--- src/rtl/planet_emp_game_ctl.sv ---
// Planet Empire game sequencer: owns idle/play/win/over, scores missile hits,
// enforces the game time limit and long-push abort, and drives the single sound output.
module planet_emp_game_ctl #(
  parameter int C_GAME_TICKS  = 36_600_000,
  parameter int C_LPUSH_TICKS = 1_000_000,
  parameter int C_WIN_SCORE   = 8,
  parameter int C_TONE_HALF   = 150,
  parameter int C_FIRE_LEN    = 50_000,
  parameter int C_HIT_LEN     = 200_000
) (
  input  logic       CK_i,
  input  logic       ARST_i,
  input  logic       EE_i,
  input  logic       PSW_i,
  input  logic       MSL_END_i,
  input  logic [7:0] EMP_ALIVE_i,
  output logic       RUN_o,
  output logic       GAME_RST_o,
  output logic       FIRE_o,
  output logic       HIT_o,
  output logic [3:0] SCORE_o,
  output logic [1:0] STATE_o,
  output logic       SND_o
);

  function automatic int cntWidth(input int n);
    return (n > 2) ? $clog2(n) : 1;
  endfunction

  localparam int TMR_W  = cntWidth(C_GAME_TICKS);
  localparam int HOLD_W = cntWidth(C_LPUSH_TICKS + 1);
  localparam int FLEN_W = cntWidth(C_FIRE_LEN + 1);
  localparam int HLEN_W = cntWidth(C_HIT_LEN + 1);
  localparam int TONE_W = cntWidth(2 * C_TONE_HALF);

  localparam logic [TMR_W-1:0]  TMR_LAST  = TMR_W'(C_GAME_TICKS - 1);
  localparam logic [HOLD_W-1:0] HOLD_LAST = HOLD_W'(C_LPUSH_TICKS - 1);
  localparam logic [HOLD_W-1:0] HOLD_MAX  = HOLD_W'(C_LPUSH_TICKS);
  localparam logic [FLEN_W-1:0] FIRE_LEN  = FLEN_W'(C_FIRE_LEN);
  localparam logic [HLEN_W-1:0] HIT_LEN   = HLEN_W'(C_HIT_LEN);
  localparam logic [TONE_W-1:0] HALF_LAST = TONE_W'(C_TONE_HALF - 1);
  localparam logic [TONE_W-1:0] HIT_HALF_LAST = TONE_W'(2 * C_TONE_HALF - 1);
  localparam logic [3:0]        WIN_SCORE = 4'(C_WIN_SCORE);

  typedef enum logic [1:0] {
    ST_IDLE = 2'd0,
    ST_PLAY = 2'd1,
    ST_WIN  = 2'd2,
    ST_OVER = 2'd3
  } state_e;

  typedef enum logic [1:0] {
    SRC_NONE = 2'd0,
    SRC_FIRE = 2'd1,
    SRC_HIT  = 2'd2,
    SRC_WIN  = 2'd3
  } src_e;

  state_e              state_q, state_d;
  src_e                src_q, src_d;
  logic                psw_q, end_q;
  logic                run_q, run_d;
  logic                grst_q, grst_d;
  logic                fire_q, fire_d;
  logic                hit_q, hit_d;
  logic                inflight_q, inflight_d;
  logic                snd_q, snd_d;
  logic [3:0]          score_q, score_d;
  logic [TMR_W-1:0]    timer_q, timer_d;
  logic [HOLD_W-1:0]   hold_q, hold_d;
  logic [FLEN_W-1:0]   fcnt_q, fcnt_d;
  logic [HLEN_W-1:0]   hcnt_q, hcnt_d;
  logic [TONE_W-1:0]   tcnt_q, tcnt_d;
  logic [TONE_W-1:0]   half_last;
  logic                psw_re, end_re, lpush;

  // Only the target stage matters for scoring.
  logic emp_unused;
  assign emp_unused = ^EMP_ALIVE_i[6:0];

  assign psw_re = PSW_i & ~psw_q;
  assign end_re = MSL_END_i & ~end_q;
  assign lpush  = PSW_i & EE_i & (hold_q == HOLD_LAST);

  always_comb begin
    state_d    = state_q;
    grst_d     = 1'b0;
    fire_d     = 1'b0;
    hit_d      = 1'b0;
    score_d    = score_q;
    inflight_d = inflight_q;
    timer_d    = timer_q;
    fcnt_d     = (EE_i && fcnt_q != '0) ? fcnt_q - 1'b1 : fcnt_q;
    hcnt_d     = (EE_i && hcnt_q != '0) ? hcnt_q - 1'b1 : hcnt_q;

    if (!PSW_i) begin
      hold_d = '0;
    end else if (EE_i && hold_q != HOLD_MAX) begin
      hold_d = hold_q + 1'b1;
    end else begin
      hold_d = hold_q;
    end

    case (state_q)
      ST_IDLE: begin
        if (psw_re) begin
          grst_d     = 1'b1;
          score_d    = '0;
          timer_d    = '0;
          inflight_d = 1'b0;
          fcnt_d     = '0;
          hcnt_d     = '0;
          state_d    = ST_PLAY;
        end
      end
      ST_PLAY: begin
        if (EE_i && timer_q != TMR_LAST) begin
          timer_d = timer_q + 1'b1;
        end
        if (end_re) begin
          inflight_d = 1'b0;
          if (EMP_ALIVE_i[7]) begin
            hit_d   = 1'b1;
            score_d = (score_q == 4'd15) ? 4'd15 : score_q + 4'd1;
            hcnt_d  = HIT_LEN;
          end
        end
        // A missile landing in this same cycle frees the launcher for the new press.
        if (psw_re && (!inflight_q || end_re)) begin
          fire_d     = 1'b1;
          inflight_d = 1'b1;
          fcnt_d     = FIRE_LEN;
        end
        if (score_d >= WIN_SCORE) begin
          state_d = ST_WIN;
        end else if (EE_i && timer_q == TMR_LAST) begin
          state_d = ST_OVER;
        end
      end
      default: begin
        if (psw_re) begin
          state_d = ST_IDLE;
        end
      end
    endcase

    if (lpush) begin
      grst_d     = 1'b1;
      fire_d     = 1'b0;
      hit_d      = 1'b0;
      score_d    = '0;
      timer_d    = '0;
      inflight_d = 1'b0;
      fcnt_d     = '0;
      hcnt_d     = '0;
      state_d    = ST_IDLE;
    end

    run_d = (state_d == ST_PLAY);
  end

  // Sound source is chosen from registered state; hit outranks fire, win is continuous.
  always_comb begin
    src_d = SRC_NONE;
    case (state_q)
      ST_WIN:  src_d = SRC_WIN;
      ST_PLAY: begin
        if (hcnt_q != '0) begin
          src_d = SRC_HIT;
        end else if (fcnt_q != '0) begin
          src_d = SRC_FIRE;
        end
      end
      default: src_d = SRC_NONE;
    endcase

    half_last = (src_d == SRC_HIT) ? HIT_HALF_LAST : HALF_LAST;

    tcnt_d = tcnt_q;
    snd_d  = snd_q;
    if (src_d == SRC_NONE || src_d != src_q) begin
      tcnt_d = '0;
      snd_d  = 1'b0;
    end else if (EE_i) begin
      if (tcnt_q == half_last) begin
        tcnt_d = '0;
        snd_d  = ~snd_q;
      end else begin
        tcnt_d = tcnt_q + 1'b1;
      end
    end
  end

  always_ff @(posedge CK_i or posedge ARST_i) begin
    if (ARST_i) begin
      state_q    <= ST_IDLE;
      src_q      <= SRC_NONE;
      psw_q      <= 1'b0;
      end_q      <= 1'b0;
      run_q      <= 1'b0;
      grst_q     <= 1'b0;
      fire_q     <= 1'b0;
      hit_q      <= 1'b0;
      inflight_q <= 1'b0;
      snd_q      <= 1'b0;
      score_q    <= '0;
      timer_q    <= '0;
      hold_q     <= '0;
      fcnt_q     <= '0;
      hcnt_q     <= '0;
      tcnt_q     <= '0;
    end else begin
      state_q    <= state_d;
      src_q      <= src_d;
      psw_q      <= PSW_i;
      end_q      <= MSL_END_i;
      run_q      <= run_d;
      grst_q     <= grst_d;
      fire_q     <= fire_d;
      hit_q      <= hit_d;
      inflight_q <= inflight_d;
      snd_q      <= snd_d;
      score_q    <= score_d;
      timer_q    <= timer_d;
      hold_q     <= hold_d;
      fcnt_q     <= fcnt_d;
      hcnt_q     <= hcnt_d;
      tcnt_q     <= tcnt_d;
    end
  end

  assign RUN_o      = run_q;
  assign GAME_RST_o = grst_q;
  assign FIRE_o     = fire_q;
  assign HIT_o      = hit_q;
  assign SCORE_o    = score_q;
  assign STATE_o    = state_q;
  assign SND_o      = snd_q;

endmodule

--- config.mk ---
export PLATFORM = sky130hd
export DESIGN_NAME = planet_emp_game_ctl
export DESIGN_NICKNAME = d
export VERILOG_FILES = /design/src/rtl/planet_emp_game_ctl.sv
export SDC_FILE = /design/constraint.sdc
export NUM_CORES = 1
export LEC_CHECK = 0
export BUFFER_PORTS_ARGS = -buffer_cell sky130_fd_sc_hd__buf_2
export CAP_MARGIN = 30
export CORE_UTILIZATION = 62
export DETAILED_ROUTE_END_ITERATION = 12
export PLACE_DENSITY = 0.8
export SLEW_MARGIN = 10
export SYNTH_ARGS = -nofsm -noshare
export SYNTH_HDL_FRONTEND = slang
export SYNTH_SLANG_ARGS = --single-unit
--- constraint.sdc ---
create_clock -name CK_i -period 4.04 [get_ports CK_i]
set_clock_uncertainty 0.2 [all_clocks]
set_input_delay 0.202 -clock CK_i [delete_from_list [all_inputs] [get_ports CK_i]]
set_output_delay 0.202 -clock CK_i [all_outputs]
set_load 0.01 [all_outputs]
==> results.py, run 1 <==
metrics = {
    "timing": {
        "min_period_ps": 3340,
        "worstMarginPinSlew_ps": 744,
        "fin_setup_tns_ps": 0,
        "finalSetupViolCount": 0,
        "rsz0062_at_grt": "no",
        "fmax_ghz": 0.300,
        "slew_violations": 0,
        "relSlewSlack_pct": 50.1,
        "min_period_over_period_pct": 82.6,
        "final-hold-violation-count": 0,
    },
    "pwr": {
        "internal_power_w": 0.00188,
        "seqPwrFrac_pct": 48.6,
        "power_density_nw_per_um2": 482,
        "finalPower_w": 0.00294,
        "clkPwrFrac_pct": 21.5,
        "vdd_drop_max_mv": 0.227,
        "combPwrFrac_pct": 29.9,
        "netSwitchingFraction_pct": 36.1,
        "p_switching_w": 0.00106,
        "p_leak_nw": 2.64,
    },
    "synthesis": {
        "synth_cells": 603,
        "synth_edf_count": 0,
        "ys_seq_area_share_pct": 46.0,
        "syn_avg_cell_area_um2": 9.47,
        "yosys_warnings": 0,
        "yosys.cell_types.count": 62,
        "synth_area_um2": 5710,
        "syn_nets": 627,
        "synth-main-ff-cell": "dfrtp_1",
        "synth-async-reset-ratio_pct": 100,
        "ys_seq_elements": 105,
    },
    "clocking": {
        "cts_buffers": 9,
        "cts_root_buffer": "clkbuf_8",
        "htreeDepth": 3,
        "clk_pin_slew_ps": 100,
        "cts_resized": 0,
        "holdBufCountCts": 3,
        "cts_buffer_depth": 2,
        "clock-sinks": 105,
        "clock_latency_ps": 360,
        "cts_tree": "yes",
        "cts_setup_buffers": 0,
    },
    "critical_path": {
        "critPathMaxStageDelay_ps": 560,
        "worstPathRequired_ps": 4120,
        "r2r_end": "timer_q[18]",
        "critPathSlowestCell": "o41a_1",
        "cp_cell_sequence": "inv_1 > ha_1 > nand2b_1 > a21oi_1 > o41a_1 > o211ai_1 > or3_1 > a21oi_1",
        "crit_path_frequent_cell": "a21oi_1",
        "startpoint_type": "flop",
        "endpoint_kind": "flop",
        "arrival_ps": 3420,
        "reg2reg_from": "STATE_o[1]",
        "r2r_setup_slack_ps": 700,
        "crit_type": "flop to flop",
        "ff2ff_path_depth": 8,
        "path_max_fanout": 17,
    },
    "final_layout": {
        "syn2layout_area_growth_pct": 6.94,
        "final_net_count": 642,
        "ff_latch_area_um2": 2630,
        "fillers": 686,
        "num_antenna_cells": 0,
        "multi_input_area_um2": 2940,
        "drive_above_1_share_pct": 9.15,
        "finalNonFillerCells": 731,
        "mostFrequentLayoutCell": "dfrtp_1",
        "most-common-layout-cells": "dfrtp_1, nor2_1, nand2_1, a21oi_1, xor2_1",
    },
    "grt": {
        "antenna_found_initial": 0,
        "grt_use_total_pct": 25.5,
        "grt_max_degree": 44,
        "grt_pass1_vias": 4409,
        "grt_pass1_wl_mm": 19.9,
        "grt_overflow": 0,
    },
    "status": {
        "failed_checks": "DRC",
        "status": "finished with violations",
    },
    "place": {
        "place_congestion": 0.851,
        "dp_hpwl_mm": 7.94,
        "dp_cells": 712,
        "port-buffer-count": 16,
    },
    "drt": {
        "drtAntennaViolNets": 0,
        "via_per_inst": 6.09,
        "post_drt_wl_per_cell_um": 15.6,
        "drcViolationCount": 2,
        "via_count": 4451,
        "wirelength_mm": 11.4,
        "firstDrtPassIters": 9,
        "initialDrtViolationCount": 262,
    },
    "die": {
        "core_um2": 8810,
        "die-height_um": 98.0,
        "row_count": 34,
        "initial_core_util_pct": 64.9,
        "die_w_um": 98.0,
        "top_level_ports": 24,
        "die-area_um2": 9600,
    },
    "hold_path": {
        "hp-class": "input pin to async pin",
    },
    "job": {
        "maxCapViolations": 0,
    },
}
==> cell type report <==
cell class	count	area share, %
Sequential cell	105	43.0
Inverter	20	1.27
Timing Repair Buffer	22	2.17
Tap cell	108	2.21
Clock buffer	13	2.93
Multi-Input combinational cell	460	48.0
Clock inverter	3	0.369
==> sequential cells by signal (all words and copies together) (netlist names), 2 cells and up <==
register / flops
SCORE_o: 4
STATE_o: 2
hcnt_q: 18
src_q: 2
fcnt_q: 16
timer_q: 26
hold_q: 20
tcnt_q: 9
==> stage by stage <==
step	setup WS (ps)	utilization, %	hold WS, ps	cell area [µm²]
after floorplan	877	-	33.4	5710
after global placement	861	66.8	-24.7	5880
after detailed placement	745	66.8	-9.26	5880
after CTS	717	69.4	139	6110
after global routing	428	69.4	164	6110
final	703	69.4	134	6110
==> how the worst max path moves through the flow <==
stage,start,end
3_5_place_dp,STATE_o[1],timer_q[18]
2_1_floorplan,ARST_i,FIRE_o
6_report,STATE_o[1],timer_q[18]
3_3_place_gp,STATE_o[1],timer_q[18]
5_1_grt,STATE_o[1],timer_q[18]
4_1_cts,STATE_o[1],timer_q[18]
==> synthesized netlist by cell type (6+ instances only) <==
| library cell | instances | area [µm²] |
|---|---|---|
| dfrtp_1 | 105 | 2630 |
| nor2_1 | 73 | 274 |
| nand2_1 | 41 | 154 |
| a21oi_1 | 35 | 175 |
| xor2_1 | 32 | 280 |
| nand3_1 | 30 | 150 |
| xnor2_1 | 29 | 254 |
| and2_1 | 22 | 138 |
| and3_1 | 21 | 131 |
| inv_1 | 20 | 75.1 |
| o21ai_0 | 16 | 80.1 |
| nand4_1 | 15 | 93.8 |
| or3_1 | 13 | 81.3 |
| ha_1 | 11 | 138 |
| nor3_1 | 10 | 50.1 |
| a211oi_1 | 9 | 67.6 |
| clkbuf_1 | 9 | 33.8 |
| nor2b_1 | 7 | 43.8 |
| nor4_1 | 7 | 43.8 |
| o2111ai_1 | 7 | 61.3 |
| buf_2 | 6 | 30.0 |
| o21ai_1 | 6 | 30.0 |
==> metal layers <==
layer | part of all wire, % | global-route usage (%)
met4 | 1.4 | 7.69
met1 | 46 | 33.4
met5 | 0 | 0
met3 | 4.3 | 5.30
met2 | 48 | 42.7
==> power by group through the flow <==
stage / sequential (W) / clock [W] / combinational (W)
floorplan: 0.00142 / 0 / 0.000679
global placement: 0.00143 / 0 / 0.000845
detailed placement: 0.00144 / 0 / 0.000874
CTS: 0.00143 / 0.000657 / 0.000885
global route: 0.00146 / 0.000698 / 0.000997
finish: 0.00143 / 0.000634 / 0.000880
==> critical path, delay by kind of cell, from the launching register on <==
kind / cells / cell delay (ps)
and+or+nand+nor: 2 / 640
adders and majority gates: 1 / 500
DFF: 1 / 430
buffers and inverters: 1 / 110
AOI/OAI and AO/OA: 4 / 1360
==> cell families after synthesis <==
kind of cell / count (synthesis) / synth area share [%]
DFF: 105 / 46.0
and+or+nand+nor: 277 / 26.4
AOI/OAI and AO/OA: 107 / 12.5
xor gates and xnor gates: 61 / 9.35
adders and majority gates: 11 / 2.41
buffers and inverters: 38 / 2.63
muxes: 4 / 0.701
No activity file was read; power rests on OpenSTA's default activity.
==> run 2, diff against run 1 <==
- CORE_UTILIZATION: 62 -> 56
- PLACE_DENSITY: 0.8 -> 0.76
- clock period: 4.04 -> 2.99 ns (I/O delays scaled with it)
==> run 2 against run 1 <==
Net effect:
- the run now ends clean
- critical endpoint unchanged
- wire length is 1.4% higher
- die area is 10% higher
- largest power group unchanged
- core utilization is 6.4 points lower
- via count is 1.1% higher
- sequential share of layout area is 0.52 points lower
==> results.py, run 2 (synthesis results as in run 1) <==
metrics = {
    "grt": {
        "grt_max_degree": 55,
        "grt_use_total_pct": 24.2,
        "grt_pass1_wl_mm": 19.9,
        "grt_overflow": 0,
        "antenna_found_initial": 0,
        "grt_pass1_vias": 4388,
    },
    "final_layout": {
        "most-common-layout-cells": "dfrtp_1, nor2_1, nand2_1, a21oi_1, xor2_1",
        "mostFrequentLayoutCell": "dfrtp_1",
        "largest_register_ffs": 26,
        "multi_input_area_um2": 2940,
        "ff_latch_area_um2": 2630,
        "top_register": "timer_q",
        "largestRegisters": "timer_q x26, hold_q x20, hcnt_q x18",
        "syn2layout_area_growth_pct": 8.26,
        "final_net_count": 650,
        "num_antenna_cells": 0,
        "drive_above_1_share_pct": 9.86,
        "fin_area_um2": 6180,
        "fillers": 838,
    },
    "critical_path": {
        "endpoint_kind": "flop",
        "path_max_fanout": 11,
        "worstPathRequired_ps": 3090,
        "startpoint_type": "flop",
        "crit_type": "flop to flop",
        "arrival_ps": 2860,
    },
    "timing": {
        "slew_violations": 0,
        "worstMarginPinSlew_ps": 719,
        "relSlewSlack_pct": 51.8,
        "finalSetupViolCount": 0,
        "rsz0062_at_grt": "no",
        "min_period_ps": 2760,
        "fin_setup_tns_ps": 0,
        "final-hold-violation-count": 0,
        "min_period_over_period_pct": 92.4,
        "fmax_ghz": 0.362,
    },
    "pwr": {
        "combPwrFrac_pct": 30.3,
        "p_switching_w": 0.00144,
        "finalPower_w": 0.00400,
        "power_density_nw_per_um2": 646,
        "clkPwrFrac_pct": 21.4,
        "vdd_drop_max_mv": 0.310,
        "internal_power_w": 0.00256,
        "p_leak_nw": 2.66,
        "seqPwrFrac_pct": 48.2,
        "netSwitchingFraction_pct": 36.0,
    },
    "die": {
        "core_um2": 9820,
        "top_level_ports": 24,
        "die_w_um": 103,
        "die-height_um": 103,
        "row_count": 36,
        "initial_core_util_pct": 58.2,
        "die-area_um2": 10600,
    },
    "clocking": {
        "clk_pin_slew_ps": 90,
        "htreeDepth": 3,
        "cts_buffers": 9,
        "cts_root_buffer": "clkbuf_8",
        "cts_setup_buffers": 0,
        "cts_tree": "yes",
        "clock_latency_ps": 380,
        "clock-sinks": 105,
        "cts_buffer_depth": 2,
    },
    "status": {
        "status": "completed",
    },
    "place": {
        "place_congestion": 0.868,
        "dp_hpwl_mm": 8.14,
        "port-buffer-count": 16,
        "place_area_um2": 5970,
    },
    "drt": {
        "via_count": 4500,
        "drtAntennaViolNets": 0,
        "initialDrtViolationCount": 234,
        "drcViolationCount": 0,
        "wirelength_mm": 11.5,
        "firstDrtPassIters": 4,
        "post_drt_wl_per_cell_um": 15.2,
        "via_per_inst": 5.91,
    },
    "job": {
        "maxCapViolations": 0,
    },
    "hold_path": {
        "hp-class": "input pin to flop",
    },
}
==> run 2: cell types whose count changed in the layout (fill, tap and decap cells not counted), sizes merged <==
cell      delta
buf          +8
bufinv       +1
clkbuf       -2
clkinv       -2
clkinvlp     +2
inv          -1
==> run 2: final timing paths <==
kind	from	slack [ps]	depth (start not counted)	endpoint
max	STATE_o[0]	230	9	timer_q[18]
min	EMP_ALIVE_i[7]	70	5	SCORE_o[2]
max reg2reg	STATE_o[0]	230	9	timer_q[18]
min reg2reg	timer_q[0]	320	1	timer_q[0]
max in group asynchronous	ARST_i	1810	4	fcnt_q[1]
min in group asynchronous	ARST_i	310	4	hold_q[2]
==> run 2: layer usage <==
layer	part of all wire [%]	wire length (µm)	vias to the layer above	GRT usage, %
met3	4.7	545	14	6.78
li1	-	-	2188	-
met2	50	5810	93	41.9
met1	44	5050	2205	29.1
met5	0	0	-	0
met4	1.2	142	0	8.02
==> run 2: through the flow <==
| stage | hold slack, ps | std cells | setup slack [ps] | util (%) |
|---|---|---|---|---|
| final | 69.0 | 762 | 227 | 63.0 |
| after detailed placement | 98.9 | 745 | 264 | 60.8 |
| after global routing | 86.4 | 762 | 53.0 | 63.0 |
| after global placement | 103 | 745 | 384 | 60.8 |
| after CTS | 44.3 | 762 | 226 | 63.0 |
| after floorplan | -19.1 | 603 | 629 | - |
==> run 2: timing repair <==
item                                    CTS  global route
resized for setup                         0             0
endpoints found under the setup margin    0             0
hold endpoints to repair                121             0
hold buffers                              3             0
==> run 2: final cells by class <==
type	instances	area share, %
Multi-Input combinational cell	460	47.5
Sequential cell	105	42.5
Timing Repair Buffer	30	3.12
Tap cell	133	2.69
Clock buffer	11	2.29
Inverter	20	1.27
Clock inverter	3	0.688
==> run 2: worst max-delay path, cell delays in order (launching register included) <==
cell and delay [ps]:
dfrtp_1 450, inv_1 90, ha_1 250, nand2b_1 200
a21oi_1 260, o41a_1 380, o211ai_1 120, buf_4 180
or3_1 360, a21oi_1 180
==> run 2: power groups by stage <==
stage / combinational [W] / sequential, W / clock (W)
floorplan: 0.000917 / 0.00192 / 0
global route: 0.00137 / 0.00196 / 0.000936
finish: 0.00121 / 0.00193 / 0.000857
global placement: 0.00116 / 0.00193 / 0
CTS: 0.00122 / 0.00192 / 0.000886
detailed placement: 0.00121 / 0.00195 / 0
==> run 3, diff against run 2 <==
- ABC_AREA: not set -> 1
- CORE_UTILIZATION: 56 -> 57
- PLACE_DENSITY: 0.76 -> 0.77
==> run 3 against run 2 <==
Net effect:
- via count up 28%
- clock power down 2.7%
- combinational power up 59%
- wire length up 24%
- synthesized cell count up 46%
- sequential cell count unchanged
- final cell count up 39%
==> results.py, run 3 <==
metrics = {
    "grt": {
        "grt_use_total_pct": 26.7,
        "grt_overflow": 0,
        "grt_pass1_wl_mm": 24.3,
        "grt_max_degree": 39,
        "antenna_found_initial": 0,
        "grt_pass1_vias": 5277,
    },
    "timing": {
        "min_period_over_period_pct": 90.3,
        "fin_setup_tns_ps": 0,
        "fmax_ghz": 0.370,
        "finalSetupViolCount": 0,
        "relSlewSlack_pct": 39.2,
        "final-hold-violation-count": 0,
        "worstMarginPinSlew_ps": 909,
        "slew_violations": 0,
        "rsz0062_at_grt": "no",
        "min_period_ps": 2700,
    },
    "clocking": {
        "htreeDepth": 3,
        "cts_root_buffer": "clkbuf_8",
        "cts_buffers": 9,
        "clock-sinks": 105,
        "clk_pin_slew_ps": 100,
        "cts_resized": 0,
        "cts_tree": "yes",
        "cts_setup_buffers": 0,
        "clock_latency_ps": 390,
        "cts_buffer_depth": 2,
    },
    "drt": {
        "drtAntennaViolNets": 0,
        "firstDrtPassIters": 5,
        "via_per_inst": 5.44,
        "via_count": 5741,
        "post_drt_wl_per_cell_um": 13.5,
        "initialDrtViolationCount": 340,
        "drcViolationCount": 0,
        "wirelength_mm": 14.3,
    },
    "critical_path": {
        "critPathMaxStageDelay_ps": 380,
        "cp_cell_sequence": "ha_1 > nand3_1 > nor2_4 > inv_2 > nor3_2 > nand4_2 > o21ai_2 > inv_6 > nand2_4 > buf_4 > nand3_1 > o21ai_0",
        "crit_path_frequent_cell": "nand3_1",
        "r2r_setup_slack_ps": 290,
        "path_max_fanout": 32,
        "crit_type": "flop to flop",
        "startpoint_type": "flop",
        "critPathSlowestCell": "dfrtp_1",
        "arrival_ps": 2820,
        "worstPathRequired_ps": 3110,
        "endpoint_kind": "flop",
    },
    "die": {
        "die_w_um": 108,
        "core_um2": 10900,
        "initial_core_util_pct": 58.5,
        "die-area_um2": 11600,
        "top_level_ports": 24,
        "die-height_um": 108,
        "row_count": 38,
    },
    "final_layout": {
        "largest_register_ffs": 26,
        "top_register": "timer_q",
        "fillers": 1004,
        "final_net_count": 935,
        "most-common-layout-cells": "nand2_1, nor2_1, inv_1, dfrtp_1, nand3_1",
        "syn2layout_area_growth_pct": 7.93,
        "largestRegisters": "timer_q x26, hold_q x20, hcnt_q x18",
        "mostFrequentLayoutCell": "nand2_1",
        "drive_above_1_share_pct": 6.66,
        "num_antenna_cells": 0,
    },
    "synthesis": {
        "synth.area.top_cells": "dfrtp_1, nand2_1, nor2_1",
        "yosys.cell_types.count": 40,
        "synth_area_um2": 6370,
        "synth_edf_count": 0,
        "syn_nets": 906,
        "synth_top_cell_area_share_pct": 41.2,
        "synth-main-ff-cell": "dfrtp_1",
        "ys_seq_area_share_pct": 41.2,
        "yosysMostFrequentCell": "nand2_1",
        "yosys.area.top_type": "dfrtp_1",
        "yosys_warnings": 0,
        "synthTopCellsByCount": "nand2_1, nor2_1, inv_1",
        "syn_avg_cell_area_um2": 7.23,
        "synth_cells": 882,
        "ys_seq_elements": 105,
        "synth-async-reset-ratio_pct": 100,
    },
    "place": {
        "port-buffer-count": 16,
        "place_congestion": 0.937,
        "dp_hpwl_mm": 10.7,
    },
    "job": {
        "maxCapViolations": 0,
    },
    "pwr": {
        "power_density_nw_per_um2": 689,
        "finalPower_w": 0.00474,
        "p_leak_nw": 3.17,
        "vdd_drop_max_mv": 0.430,
    },
    "status": {
        "status": "completed",
    },
    "hold_path": {
        "hp-class": "input pin to flop",
    },
}
==> run 3: cell types whose count changed after synthesis, sizes merged, moves of 12 or more <==
cell / change
nor2: +60
nand2: +146
nor3: +26
and3: -17
nand3: +34
nor4: +12
nand4: +12
xnor2: -19
o21ai: +25
or3: -13
inv: +103
and2: -22
==> run 3: layer usage <==
layer	part of all wire, %	track usage, %	wire length (µm)
met5	0	0	0
met4	1.8	8.02	260
met3	5.0	5.93	717
met2	47	44.1	6780
met1	46	34.9	6530
==> run 3: logic make-up after synthesis <==
kind of cell / after synthesis / synth area share (%)
and+or+nand+nor: 481 / 33.2
buffers and inverters: 139 / 8.64
DFF: 105 / 41.2
AOI/OAI and AO/OA: 101 / 8.60
xor gates and xnor gates: 45 / 6.18
adders and majority gates: 11 / 2.16
==> run 3: final timing paths <==
path                            cells past startpoint           to      start
worst max-delay path                               12  timer_q[21]  hold_q[0]
worst min-delay path                                4    tcnt_q[1]       EE_i
worst max register to register                     12  timer_q[21]  hold_q[0]
worst min register to register                      1    hold_q[3]  hold_q[3]
max in group asynchronous                           4    hcnt_q[9]     ARST_i
min in group asynchronous                           3    fcnt_q[3]     ARST_i
==> run 3: what timing repair did <==
action	in CTS	in global routing
endpoints found under the hold margin	35	0
endpoints found under the setup margin	0	0
hold buffers	3	0
==> run 3: per-stage QoR <==
stage / worst slack (ps) / utilization (%) / std cells / cell area [µm²] / hold WS, ps
after floorplan: 750 / - / 882 / 6380 / -19.1
after global placement: 380 / 61.3 / 1037 / 6670 / 71.7
after detailed placement: 317 / 61.3 / 1037 / 6670 / 73.8
after CTS: 291 / 63.2 / 1056 / 6880 / 42.4
after global routing: 18.2 / 63.2 / 1056 / 6880 / 53.9
final: 291 / 63.2 / 1056 / 6880 / 62.4
==> run 3: final cells by class <==
type | count | area [µm²] | area share (%)
clock buffers | 9 | 124 | 1.80
clock inverters | 7 | 55.1 | 0.800
inverters | 124 | 474 | 6.89
multi-input cells | 638 | 3200 | 46.5
flip-flops and latches | 105 | 2630 | 38.2
well taps | 140 | 175 | 2.55
repair buffers | 33 | 228 | 3.31
==> run 3: report_power, final <==
part	switching [W]	internal, W
Sequential	0.000267	0.00172
Combinational	0.00126	0.000662
Clock	0.000524	0.000310
==> run 3: worst max-delay path, delay by kind of cell (launching register included) <==
kind,cells,cell delay (ps)
adders and majority gates,1,200
DFF,1,380
AOI/OAI and AO/OA,2,380
and+or+nand+nor,6,1060
buffers and inverters,3,400
